===== src/rtl/jtpang_pkg.sv =====
`default_nettype none
// ============================================================================
//  Module      : jtpang_pkg
//  Description : Shared types and constants for the object-DMA bus arbiter.
//  Revision    : 1.0 - initial release
// ============================================================================
package jtpang_pkg;

    // Bus arbiter state encoding
    typedef enum logic [1:0] {
        ST_IDLE    = 2'd0,
        ST_WAIT    = 2'd1,
        ST_GRANT   = 2'd2,
        ST_RELEASE = 2'd3
    } dma_state_t;

    // Upper VRAM address bits presented while the DMA engine owns the bus
    localparam logic [2:0] C_DMA_MSB_DEF = 3'b111;

    // Width of the CPU-release delay counter
    localparam int C_REL_CNT_W = 8;

endpackage
`default_nettype wire


===== src/rtl/jtpang_dmabus_trig.sv =====
`default_nettype none
// ============================================================================
//  Module      : jtpang_dmabus_trig
//  Description : Rising-edge detector for the DMA trigger port write. Fires
//                once on the first enabled tick of an access; further ticks
//                of the same held access are ignored.
//  Revision    : 1.0 - initial release
// ============================================================================
module jtpang_dmabus_trig (
    input  logic clk,
    input  logic rst,
    input  logic i_cen,
    input  logic i_sel,
    output logic o_fire
);

    logic r_last;

    // Remember the select level seen at the previous enabled tick
    always_ff @(posedge clk) begin
        if (rst) begin
            r_last <= 1'b0;
        end else if (i_cen) begin
            r_last <= i_sel;
        end
    end

    assign o_fire = i_cen & i_sel & ~r_last;

endmodule
`default_nettype wire


===== src/rtl/jtpang_dmabus.sv =====
`default_nettype none
// ============================================================================
//  Module      : jtpang_dmabus
//  Description : Arbitrates VRAM between the CPU and the object DMA engine.
//                Grants the bus only between CPU memory/IO cycles, holds the
//                CPU through a short release tail, and turns CPU writes to
//                the DMA port into single-clock start pulses.
//  Revision    : 1.0 - initial release
// ============================================================================
module jtpang_dmabus
    import jtpang_pkg::*;
#(
    parameter logic [2:0] DMA_MSB = C_DMA_MSB_DEF,
    parameter int         REL_DLY = 2
) (
    input  logic        clk,
    input  logic        rst,
    input  logic        cpu_cen,
    input  logic        cpu_mreq_n,
    input  logic        cpu_iorq_n,
    input  logic        dmaport_cs,
    input  logic        wr_n,
    input  logic [11:0] cpu_addr,
    input  logic        busrq,
    input  logic [8:0]  dma_addr,
    output logic        busak_n,
    output logic        cpu_hold,
    output logic        dma_go,
    output logic [11:0] vram_addr
);

    localparam logic [C_REL_CNT_W-1:0] C_REL_LAST = C_REL_CNT_W'(REL_DLY - 1);

    dma_state_t             r_state;
    logic                   r_busak_n;
    logic                   r_cpu_hold;
    logic                   r_dma_go;
    logic                   r_pending;
    logic [C_REL_CNT_W-1:0] r_rel_cnt;
    logic                   w_trig;
    logic                   w_cpu_idle;

    jtpang_dmabus_trig u_trig (
        .clk    (clk),
        .rst    (rst),
        .i_cen  (cpu_cen),
        .i_sel  (dmaport_cs & ~wr_n),
        .o_fire (w_trig)
    );

    // The CPU is between bus cycles only when neither request is active
    assign w_cpu_idle = cpu_mreq_n & cpu_iorq_n;

    // Arbiter FSM, release counter and pending-trigger handling
    always_ff @(posedge clk) begin
        r_dma_go <= 1'b0;
        if (rst) begin
            r_state    <= ST_IDLE;
            r_busak_n  <= 1'b1;
            r_cpu_hold <= 1'b0;
            r_pending  <= 1'b0;
            r_rel_cnt  <= '0;
        end else if (cpu_cen) begin
            case (r_state)
                ST_IDLE: begin
                    if (busrq) begin
                        r_state <= ST_WAIT;
                    end
                end
                ST_WAIT: begin
                    // A dropped request aborts before any grant is given
                    if (!busrq) begin
                        r_state <= ST_IDLE;
                    end else if (w_cpu_idle) begin
                        r_state    <= ST_GRANT;
                        r_busak_n  <= 1'b0;
                        r_cpu_hold <= 1'b1;
                    end
                end
                ST_GRANT: begin
                    if (!busrq) begin
                        r_state   <= ST_RELEASE;
                        r_busak_n <= 1'b1;
                        r_rel_cnt <= '0;
                    end
                end
                ST_RELEASE: begin
                    // A new request here waits for IDLE, so grants never chain
                    if (r_rel_cnt == C_REL_LAST) begin
                        r_state    <= ST_IDLE;
                        r_cpu_hold <= 1'b0;
                        r_rel_cnt  <= '0;
                    end else begin
                        r_rel_cnt <= r_rel_cnt + 1'b1;
                    end
                end
                default: begin
                    r_state    <= ST_IDLE;
                    r_busak_n  <= 1'b1;
                    r_cpu_hold <= 1'b0;
                end
            endcase

            // Only one trigger may be outstanding; extras are dropped
            if (r_pending && (r_state == ST_IDLE)) begin
                r_dma_go  <= 1'b1;
                r_pending <= 1'b0;
            end else if (w_trig) begin
                r_pending <= 1'b1;
            end
        end
    end

    assign busak_n   = r_busak_n;
    assign cpu_hold  = r_cpu_hold;
    assign dma_go    = r_dma_go;
    assign vram_addr = r_busak_n ? cpu_addr : {DMA_MSB, dma_addr};

endmodule
`default_nettype wire

===== config.mk =====
export PLATFORM = sky130hd
export DESIGN_NAME = jtpang_dmabus
export DESIGN_NICKNAME = d
export VERILOG_FILES = /design/src/rtl/jtpang_pkg.sv /design/src/rtl/jtpang_dmabus_trig.sv /design/src/rtl/jtpang_dmabus.sv
export SDC_FILE = /design/constraint.sdc
export NUM_CORES = 1
export LEC_CHECK = 0
export BUFFER_PORTS_ARGS = -buffer_cell sky130_fd_sc_hd__clkbuf_2
export CAP_MARGIN = 0
export CORE_MARGIN = 2
export CORE_UTILIZATION = 46
export CTS_CLUSTER_DIAMETER = 30
export CTS_CLUSTER_SIZE = 28
export DETAILED_ROUTE_END_ITERATION = 6
export PLACE_DENSITY = 0.89
export SYNTH_ARGS = -nofsm -noshare
export SYNTH_HDL_FRONTEND = slang
export SYNTH_HIERARCHICAL = 1
export SYNTH_SLANG_ARGS = --single-unit

===== constraint.sdc =====
create_clock -name clk -period 1.7 [get_ports clk]
set_clock_uncertainty 0.1 [all_clocks]
set_input_delay 0.085 -clock clk [delete_from_list [all_inputs] [get_ports clk]]
set_output_delay 0.085 -clock clk [all_outputs]
set_load 0.01 [all_outputs]

Word-level counts from Yosys, hierarchy flattened:

Cells that the tools add are included.

* register bits after elaboration: 15
* output and inout bits: 15

* eq/ne operators: 10
* bitwise gates (word level): 7
* multiplexer cells: 21
* add/sub/neg operators: 1
* reduce and logical (&&, ||, !) cells: 12

Operators with widths (count)
* $mux W8: 2
* $pmux W8 S2: 1
* $reduce_and A5 Y1: 3
* $mux W12: 1
* $mux W2: 5
* $ne A2 B2 Y1 const B: 5
* $mux W1: 9
* $add A8 B1 Y8 const B: 1
* $eq A8 B1 Y1 const B: 1
* $pmux W2 S4: 1
* $reduce_bool A2 Y1: 4
* $and A1 B1 Y1: 4
* $eq A2 B2 Y1 const B: 2
* $pmux W1 S2: 2
* $ne A3 B3 Y1 const B: 1
* $not A1 Y1: 3
* $reduce_and A3 Y1: 1
* $eq A2 B1 Y1 const B: 1
* $logic_not A2 Y1: 1
* $reduce_and A2 Y1: 1
* $reduce_or A2 Y1: 1
* $logic_and A1 B1 Y1: 1

Logic depth before layout (Yosys ltp):

Gate-level depths: netlist (run 1).

* depth after elaboration: 6
* mapped depth: 7
* gate-level depth less buffers: 7

Modules after synthesis:

Netlist (run 1), hierarchy kept.

Modules (own cells, without submodules)
* jtpang_dmabus: times used 1, area each 960.9 um^2, cells each 103
* jtpang_dmabus_trig: times used 1, area each 42.5 um^2, cells each 5

Least setup slack after synthesis (run 1):

No wires, ideal clock.

* path kind: flip-flop to flip-flop
* start: reg r_rel_cnt[1]
* end: reg r_state[0]
* data required time: 1497 ps
* arrival: 1189 ps
* library setup time: 103 ps
* stages on the path, launching flop included: 7
* path slack: 308 ps
* path buffers: 0
* path through: dfxtp_1 inv_1 ha_1 nor4b_4 nand4_2 nand2_1 a2111oi_2

* cells in the longest elaborated chain, start to end: 3

Ends and longest elaborated chain
* start: declaration: RTL line jtpang_dmabus.sv:39 `logic [C_REL_CNT_W-1:0] r_rel_cnt;`
* start signal: assignment: RTL line jtpang_dmabus.sv:94 `r_rel_cnt <= r_rel_cnt + 1'b1;`
* $eq A8 B1 Y1: RTL line jtpang_dmabus.sv:89 `if (r_rel_cnt == C_REL_LAST) begin`
* $ne A2 B2 Y1 (no line)
* $reduce_and A5 Y1 (no line)
* end signal: assignment: RTL line jtpang_dmabus.sv:82 `r_state <= ST_RELEASE;`
* end signal: assignment: RTL line jtpang_dmabus.sv:90 `r_state <= ST_IDLE;`
* end signal: assignment: RTL line jtpang_dmabus.sv:98 `r_state <= ST_IDLE;`
* end: declaration: RTL line jtpang_dmabus.sv:34 `dma_state_t r_state;`

No other way between the ends.
A chain may end at the register's enable or synchronous reset.

Worst setup path after layout (run 1):

* start: reg r_rel_cnt[0]
* end: reg r_rel_cnt[1]

* cells in the longest elaborated chain, start to end: 3

Ends and longest elaborated chain
* $add A8 B1 Y8 / $eq A8 B1 Y1 (equally long branches): RTL line jtpang_dmabus.sv:94, jtpang_dmabus.sv:89
* $mux W8 (*): RTL line jtpang_dmabus.sv:89
* $pmux W8 S2 (*): RTL line jtpang_dmabus.sv:64 `case (r_state)`

Every way passes the cells marked *; elsewhere a longest branch is shown, timed or not.

==> out/results.ini, run 1 <==
[status]
status = finished clean

[cells_and_area]
seq_area_um2 = 302
drive_gt1_frac = 0.477
multi_input_area_um2 = 657
n_antenna_cell = 0
fillCellCount = 174
instances_no_fill = 178
layout.nets = 183
area_delta_synth_final_pct = 24.7
final_util = 0.625

[global_route]
grt_pass1_vias = 801
grt_use_met1 = 0.190
antenna_found_initial = 0
use_met2 = 0.307
grt_max_degree = 15
grtUsageTotal = 0.169
grt_pass1_wl_um = 3330
busiest_layer = met2
grt_use_met3 = 0.0238
overflow = 0

[floorplan]
die-area_mm2 = 0.00257
die_h_um = 50.7
fp-row-count = 16
ioPinCount = 44
start_util = 0.501
die_w_um = 50.7
core_mm2 = 0.00200

[logic_synthesis]
synth_top_cell_by_area = dfxtp_1
ys.warnings.count = 6
yosys-top-cells-area = dfxtp_1, mux2_2, nor2_1
netlist.area_leader.share = 0.299
async_flop_share = 0
ys.flop_type = dfxtp_1
syn_inst = 108
synth-seq-area-share = 0.299
syn_nets = 139
synth_area_mm2 = 0.00100
synth.avg_cell_area_um2 = 9.29
synth_seq_cells = 15
synth.distinct_cells = 37
synth-edff-count = 0

[sta]
final.period_utilization = 0.887
setup_violations = 0
tightest_slew_ns = 0.388
final_max_slew_viol_count = 0
min_period_ns = 1.51
finalHoldViolCount = 0
fin_setup_tns_ns = 0
max_slew_margin = 0.741
fmax_ghz = 0.663
grt_setup_unrepaired = no

[route]
first_pass_iters = 4
avgViaCountPerCell = 5.08
route.vias.total = 905
ant_nets = 0
wl_per_cell_um = 11.6
initialDrtViolationCount = 11
wirelength_um = 2070
drc = 0

[cts]
ctsLongestPathBuffers = 2
path_clk_slew_ns = 0.09
clk_latency_ns = 0.28
cts_buffers = 3
htreeDepth = 1
clock-root-buffer = clkbuf_4
clock-sinks = 15
cts_tree = done

[critical_path]
path_buf_inv = 0
cp-end-kind = flop
critPathSlowestCell = dfxtp_1
critPathLaunchType = flop
cpLargestDelayFamily = flip-flops
cpPeakStageDelay_ns = 0.42
crit_path_max_fanout = 6
arrival_ns = 1.58
worstPathRequired_ns = 1.77
path_cells = ha_1 -> nor4b_4 -> a21oi_2 -> o21bai_4 -> a211oi_2
worstSetupPathType = flop to flop

[power]
power_mw = 0.733
leakagePower_nw = 0.531
ir_drop_uv = 477
p_per_area_mw_per_mm2 = 586

[placed_design]
gp_congestion = 0.848
post-dp-hpwl_um = 1720
dp.cells = 173
place.port_buffers = 43

[min_path]
worstHoldPathType = input port to flop

[run]
drv_cap = 0

[repair_timing]
item	4_1_cts	5_1_grt
hold buffers	1	0
endpoints found under the hold margin	1	0
buffers inserted	0	0
resized for setup	0	1
endpoints found under the setup margin	0	6
[path summary, 6_finish.rpt]
path,cells after the start,to,start,slack [ns]
worst min-delay path,2,u_trig/r_last,rst,0.007
worst min register to register,2,cpu_hold,cpu_hold,0.38
worst max register to register,5,r_rel_cnt[1],r_rel_cnt[0],0.19
worst max-delay path,5,r_rel_cnt[1],r_rel_cnt[0],0.19
[placed cells by master, fill, tap and decap left out, types with 3 or more instances in the layout]
cell / count
mux2_2: 9
nand2_1: 9
nor2_1: 13
clkbuf_4: 3
xnor2_1: 5
dfxtp_1: 14
nand3_1: 5
nand2b_1: 6
nor3_1: 4
a21oi_1: 6
clkbuf_2: 43
[routing by layer]
layer / part of all wire / up-vias
met1: 0.43 / 393
met2: 0.46 / 49
met4: 0.020 / 0
met3: 0.090 / 5
li1: - / 458
met5: 0 / -
[kinds of logic (layout without fill, tap and decap cells)]
family / after synthesis / count (layout) / synth area share
AO/OA/AOI/OAI: 17 / 17 / 0.133
XOR/XNOR: 5 / 5 / 0.0436
adder cells (fa/ha/maj): 2 / 2 / 0.0249
buffers and inverters: 7 / 50 / 0.0461
flip-flops: 15 / 15 / 0.299
multiplexers: 10 / 10 / 0.111
AND/OR/NAND/NOR: 52 / 52 / 0.342
[synth_stat cells, drive strengths merged, types with 3 or more instances]
master	count
dfxtp	15
nand2b	7
nor2	14
nor3	5
buf	5
mux2	9
o21bai	3
nand3	6
nand2	10
xnor2	5
a21oi	8
[power by group]
part	total (mW)	internal, mW	switching [mW]
clock	0.202	0.0912	0.111
combinational	0.155	0.0837	0.0712
sequential	0.375	0.360	0.0154
[stage by stage]
step	area, um2	hold slack, ns	setup WS [ns]
final	1250	0.00714	0.192
after global routing	1250	0.0233	0.0856
after CTS	1250	0.00136	0.0584
after detailed placement	1210	0.281	0.201
after global placement	1210	0.272	0.274
after floorplan	1000	0.0474	0.308
[state kept, by name, indices dropped and copies added, names as in the netlist, named ones only]
| name | cells |
|---|---|
| cpu_hold | 1 |
| r_rel_cnt | 8 |
| r_state | 1 |
| u_trig/r_last | 1 |
| dma_go | 1 |
| busak_n | 1 |
| r_pending | 1 |
[area by class of cell]
cell class | count | share of cell area
Timing Repair Buffer | 44 | 0.180
Inverter | 2 | 0.00600
Sequential cell | 15 | 0.241
Tap cell | 27 | 0.0270
Multi-Input combinational cell | 86 | 0.525
Clock buffer | 4 | 0.0210
Note: power is estimated with default switching activity, not from simulation.
==> inputs of run 2 (changes only) <==
RECOVER_POWER = 25   (was not set)
==> run 2 against run 1 <==
Against the previous run: sequential power barely moved; count of clock-buffer cells in the layout did not move; wire length rose by 1.1%; sequential share of layout area rose by 0.19 points.
==> out/results.ini, run 2 (synthesis results as in run 1) <==
[sta]
min_period_ns = 1.50
final_max_slew_viol_count = 0
finalHoldViolCount = 0
fmax_ghz = 0.665
setup_violations = 0
fin_setup_tns_ns = 0
final.period_utilization = 0.885
tightest_slew_ns = 0.392
grt_setup_unrepaired = no
max_slew_margin = 0.738

[route]
avgViaCountPerCell = 5.10
first_pass_iters = 4
ant_nets = 0
wl_per_cell_um = 11.8
route.vias.total = 907
initialDrtViolationCount = 13
drc = 0
wirelength_um = 2090

[floorplan]
die_h_um = 50.7
fp-row-count = 16
core_mm2 = 0.00200
start_util = 0.501
ioPinCount = 44
die_w_um = 50.7
die-area_mm2 = 0.00257

[min_path]
worstHoldPathType = input port to flop

[cts]
clock-root-buffer = clkbuf_4
path_clk_slew_ns = 0.09
cts_buffers = 3
cts_setup_buffers = 0
htreeDepth = 1
clk_latency_ns = 0.28
ctsLongestPathBuffers = 2
cts_tree = done
clock-sinks = 15

[critical_path]
worstSetupPathType = flop to flop
critPathLaunchType = flop
cp-end-kind = flop
crit_path_max_fanout = 6
worstPathRequired_ns = 1.77
arrival_ns = 1.57

[placed_design]
place.port_buffers = 43
gp_congestion = 0.848
post-dp-hpwl_um = 1720
dp.cells = 173

[cells_and_area]
final_util = 0.620
layout.nets = 183
instances_no_fill = 178
drive_gt1_frac = 0.437
largest_register = r_rel_cnt
layout_common_cells = clkbuf_2, dfxtp_1, nor2_1
fillCellCount = 177
final_common_cell = clkbuf_2
largest_reg_flops = 8
n_antenna_cell = 0
area_delta_synth_final_pct = 23.7

[power]
power_frac_comb = 0.208
ir_drop_uv = 472
p_per_area_mw_per_mm2 = 588
p_clk_frac = 0.277
p_sw_mw = 0.197
power_mw = 0.730
pwr-share-seq = 0.514
leakagePower_nw = 0.515
p_int_mw = 0.533
switching_share = 0.270

[run]
drv_cap = 0

[status]
status = finished clean

[global_route]
grt_max_degree = 15
grt_pass1_vias = 801
antenna_found_initial = 0
grt_pass1_wl_um = 3330
overflow = 0
grtUsageTotal = 0.169

==> run 2: changes by cell type in the layout (fill, tap and decap cells not counted) <==
cell,delta
a21oi_1,+1
clkbuf_2,-5
a21oi_2,-1
clkbuf_1,+5
==> run 2: final cells by class <==
cell class,count,area [um2],area share
Sequential cell,15,302,0.243
Tap cell,27,33.8,0.0272
Inverter,2,7.51,0.00605
Multi-Input combinational cell,86,653,0.526
Clock buffer,4,26.3,0.0212
Timing Repair Buffer,44,219,0.176
==> run 2: worst paths after layout <==
kind | endpoint | from | depth (start not counted) | slack [ns]
setup / recovery | r_rel_cnt[1] | r_rel_cnt[0] | 5 | 0.20
hold / removal | cpu_hold | rst | 2 | 0.01
setup reg to reg | r_rel_cnt[1] | r_rel_cnt[0] | 5 | 0.20
hold reg to reg | cpu_hold | cpu_hold | 2 | 0.38
==> run 2: metrics by stage <==
stage | worst slack (ns) | hold slack [ns] | cell area [um2]
finish | 0.195 | 0.0124 | 1240
global route | 0.0856 | 0.0332 | 1240
floorplan | 0.308 | 0.0474 | 1000
detailed placement | 0.201 | 0.281 | 1210
CTS | 0.0584 | 0.00136 | 1250
global placement | 0.274 | 0.272 | 1210
==> run 2: layer usage <==
metal | share of wire | vias up | track usage
met5 | 0 | - | 0
met4 | 0.020 | 0 | 0.0811
met3 | 0.098 | 5 | 0.0238
met2 | 0.46 | 50 | 0.307
met1 | 0.42 | 394 | 0.190
li1 | - | 458 | -
==> run 2: power groups by stage <==
| stage | registers, mW | logic [mW] | clock network [mW] |
|---|---|---|---|
| floorplan | 0.375 | 0.0997 | 0 |
| global placement | 0.382 | 0.150 | 0 |
| detailed placement | 0.384 | 0.154 | 0 |
| CTS | 0.375 | 0.156 | 0.206 |
| global route | 0.379 | 0.166 | 0.220 |
| finish | 0.376 | 0.152 | 0.202 |
==> run 2: timing repair <==
action,in CTS,in global routing
hold buffers,1,0
setup endpoints to repair,0,6
resized for setup,0,1
hold endpoints to repair,1,0
==> run 2: worst max-delay path: stages (launching register included) <==
cell	delay, ns
dfxtp_1	0.42
ha_1	0.18
nor4b_4	0.29
a21oi_2	0.11
o21bai_4	0.21
a211oi_2	0.07
==> inputs of run 3 (changes only) <==
ABC_AREA = 1   (was not set)
CORE_UTILIZATION = 45   (was 46)
==> run 3 against run 2 <==
Against the previous run: clock power barely moved; highest routed layer is now met3; synthesized cell count rose by 16%; sequential power fell by 3%; global-route usage rose by 1.2 points; fmax rose by 2.6%; die area fell by 4.9%; core utilization fell by 0.33 points; combinational power fell by 21%.
==> out/results.ini, run 3 <==
[logic_synthesis]
syn_inst = 125
netlist.area_leader.share = 0.323
synth.most_common_cell = nand2_1
ys.flop_type = dfxtp_1
syn_nets = 156
ys.warnings.count = 6
synth_seq_cells = 15
synth_area_um2 = 930
yosys-top-cells-area = dfxtp_1, mux2_2, nand2_1
synth.avg_cell_area_um2 = 7.44
async_flop_share = 0
synth-seq-area-share = 0.323
synth-edff-count = 0
synth.distinct_cells = 26
synth_commonest_cells = nand2_1, dfxtp_1, inv_1, nor2_1, mux2_2
synth_top_cell_by_area = dfxtp_1

[critical_path]
arrival_ns = 1.28
path_buf_inv = 1
reg2reg_slack_ns = 0.25
worstPathRequired_ns = 1.51
cpPeakStageDelay_ns = 0.50
reg2reg_depth = 6
cp-end-kind = primary output
critPathSlowestCell = dfxtp_2
path_cells = mux2_2 -> clkbuf_2
worstSetupPathType = flop to primary output
cpLargestDelayFamily = flip-flops
worst_r2r_endpoint = r_rel_cnt[2]
r2r-start = r_rel_cnt[0]
critPathLaunchType = flop
crit_path_max_fanout = 14

[floorplan]
die_w_um = 49.5
die-area_mm2 = 0.00245
die_h_um = 49.5
start_util = 0.474
fp-row-count = 16
core_mm2 = 0.00196
ioPinCount = 44

[status]
status = finished clean

[min_path]
worstHoldPathType = input port to flop
hold_end = dma_go
hold_path_depth = 3
hold_start = cpu_cen

[power]
power_mw = 0.683
leakagePower_nw = 0.558
p_per_area_mw_per_mm2 = 565
ir_drop_uv = 560

[cts]
ctsLongestPathBuffers = 2
clk_latency_ns = 0.28
htreeDepth = 1
cts_tree = done
path_clk_slew_ns = 0.09
clock-root-buffer = clkbuf_4
cts_buffers = 3
clock-sinks = 15
cts_setup_buffers = 0

[cells_and_area]
drive_gt1_frac = 0.401
largest_register = r_rel_cnt
layout_common_cells = clkbuf_2, nand2_1, dfxtp_1
area_delta_synth_final_pct = 30.1
final_common_cell = clkbuf_2
fillCellCount = 180
layout.nets = 204
n_antenna_cell = 0
largest_reg_flops = 8

[route]
initialDrtViolationCount = 14
first_pass_iters = 4
route.vias.total = 968
ant_nets = 0
avgViaCountPerCell = 4.86
wl_per_cell_um = 10.9
wirelength_um = 2170
drc = 0

[sta]
grt_setup_unrepaired = no
finalHoldViolCount = 0
tightest_slew_ns = 0.290
min_period_ns = 1.47
fin_setup_tns_ns = 0
final_max_slew_viol_count = 0
setup_violations = 0
final.period_utilization = 0.863
fmax_ghz = 0.682
max_slew_margin = 0.806

[global_route]
grt_pass1_wl_um = 3560
grt_pass1_vias = 890
grt_max_degree = 15
antenna_found_initial = 0
grtUsageTotal = 0.180
overflow = 0

[placed_design]
place.port_buffers = 43
post-dp-hpwl_um = 1780
gp_congestion = 0.813

[run]
drv_cap = 0

run 3: changes by cell type after synthesis, sizes merged, moves of 4 or more:
cell    delta
nand2     +18
inv       +14
nand2b     -7
nor2       +4
o21ai      +4
run 3: worst max path at each step:
stage / from / endpoint / slack [ns] / cells after the start
after floorplan: r_rel_cnt[0] / r_rel_cnt[2] / 0.42 / 6
after global placement: r_rel_cnt[0] / r_rel_cnt[2] / 0.32 / 6
after detailed placement: r_rel_cnt[0] / r_rel_cnt[2] / 0.27 / 6
after CTS: busak_n / vram_addr[3] / 0.05 / 2
after global routing: r_rel_cnt[0] / r_rel_cnt[6] / 0.11 / 6
final: busak_n / vram_addr[3] / 0.23 / 2
run 3: cell type report:
| class | instances | area, um2 | share of cell area |
|---|---|---|---|
| flip-flops and latches | 15 | 302 | 0.249 |
| clock inverters | 1 | 5.00 | 0.00414 |
| well taps | 27 | 33.8 | 0.0279 |
| repair buffers | 45 | 230 | 0.190 |
| inverters | 16 | 60.1 | 0.0496 |
| multi-input cells | 92 | 557 | 0.460 |
| clock buffers | 3 | 22.5 | 0.0186 |
run 3: logic make-up (layout without fill, tap and decap cells):
group                    Yosys count  count (layout)  share of synthesized area
XOR/XNOR                           5               5                     0.0471
adder cells (fa/ha/maj)            2               2                     0.0269
flip-flops                        15              15                      0.323
buffers and inverters             18              65                     0.0781
AO/OA/AOI/OAI                     16              16                      0.110
multiplexers                       9               9                      0.109
AND/OR/NAND/NOR                   60              60                      0.306
run 3: tightest hold or removal path: cells and delay by family:
family	cells	cell delay, ns
and+or+nand+nor	2	0.18
buffers and inverters	1	0.16
run 3: where the power goes:
part	internal, mW	switching (mW)
Combinational	0.0597	0.0604
Clock	0.0872	0.111
Sequential	0.357	0.00804
Total	0.503	0.180
run 3: metrics by stage:
stage | instances | utilization | cell area (um2) | hold WS [ns] | setup slack (ns)
2_1_floorplan | 125 | - | 930 | 0.0474 | 0.423
3_3_place_gp | 193 | 0.594 | 1170 | 0.264 | 0.324
3_5_place_dp | 193 | 0.594 | 1170 | 0.268 | 0.273
4_1_cts | 199 | 0.619 | 1210 | 0.0763 | 0.0519
5_1_grt | 199 | 0.617 | 1210 | 0.0968 | 0.108
6_report | 199 | 0.617 | 1210 | 0.0847 | 0.234
run 3: repair_timing:
| item | 4_1_cts | 5_1_grt |
|---|---|---|
| gates resized for setup | 0 | 1 |
| endpoints found under the hold margin | 5 | 0 |
| hold buffers | 2 | 0 |
| setup endpoints to repair | 0 | 7 |
run 3: layer usage:
| layer | GRT usage | up-vias | part of all wire |
|---|---|---|---|
| li1 | - | 497 | - |
| met1 | 0.187 | 431 | 0.42 |
| met2 | 0.349 | 40 | 0.49 |
| met3 | 0.0606 | 0 | 0.092 |
| met4 | 0.0324 | 0 | 0 |
| met5 | 0 | - | 0 |
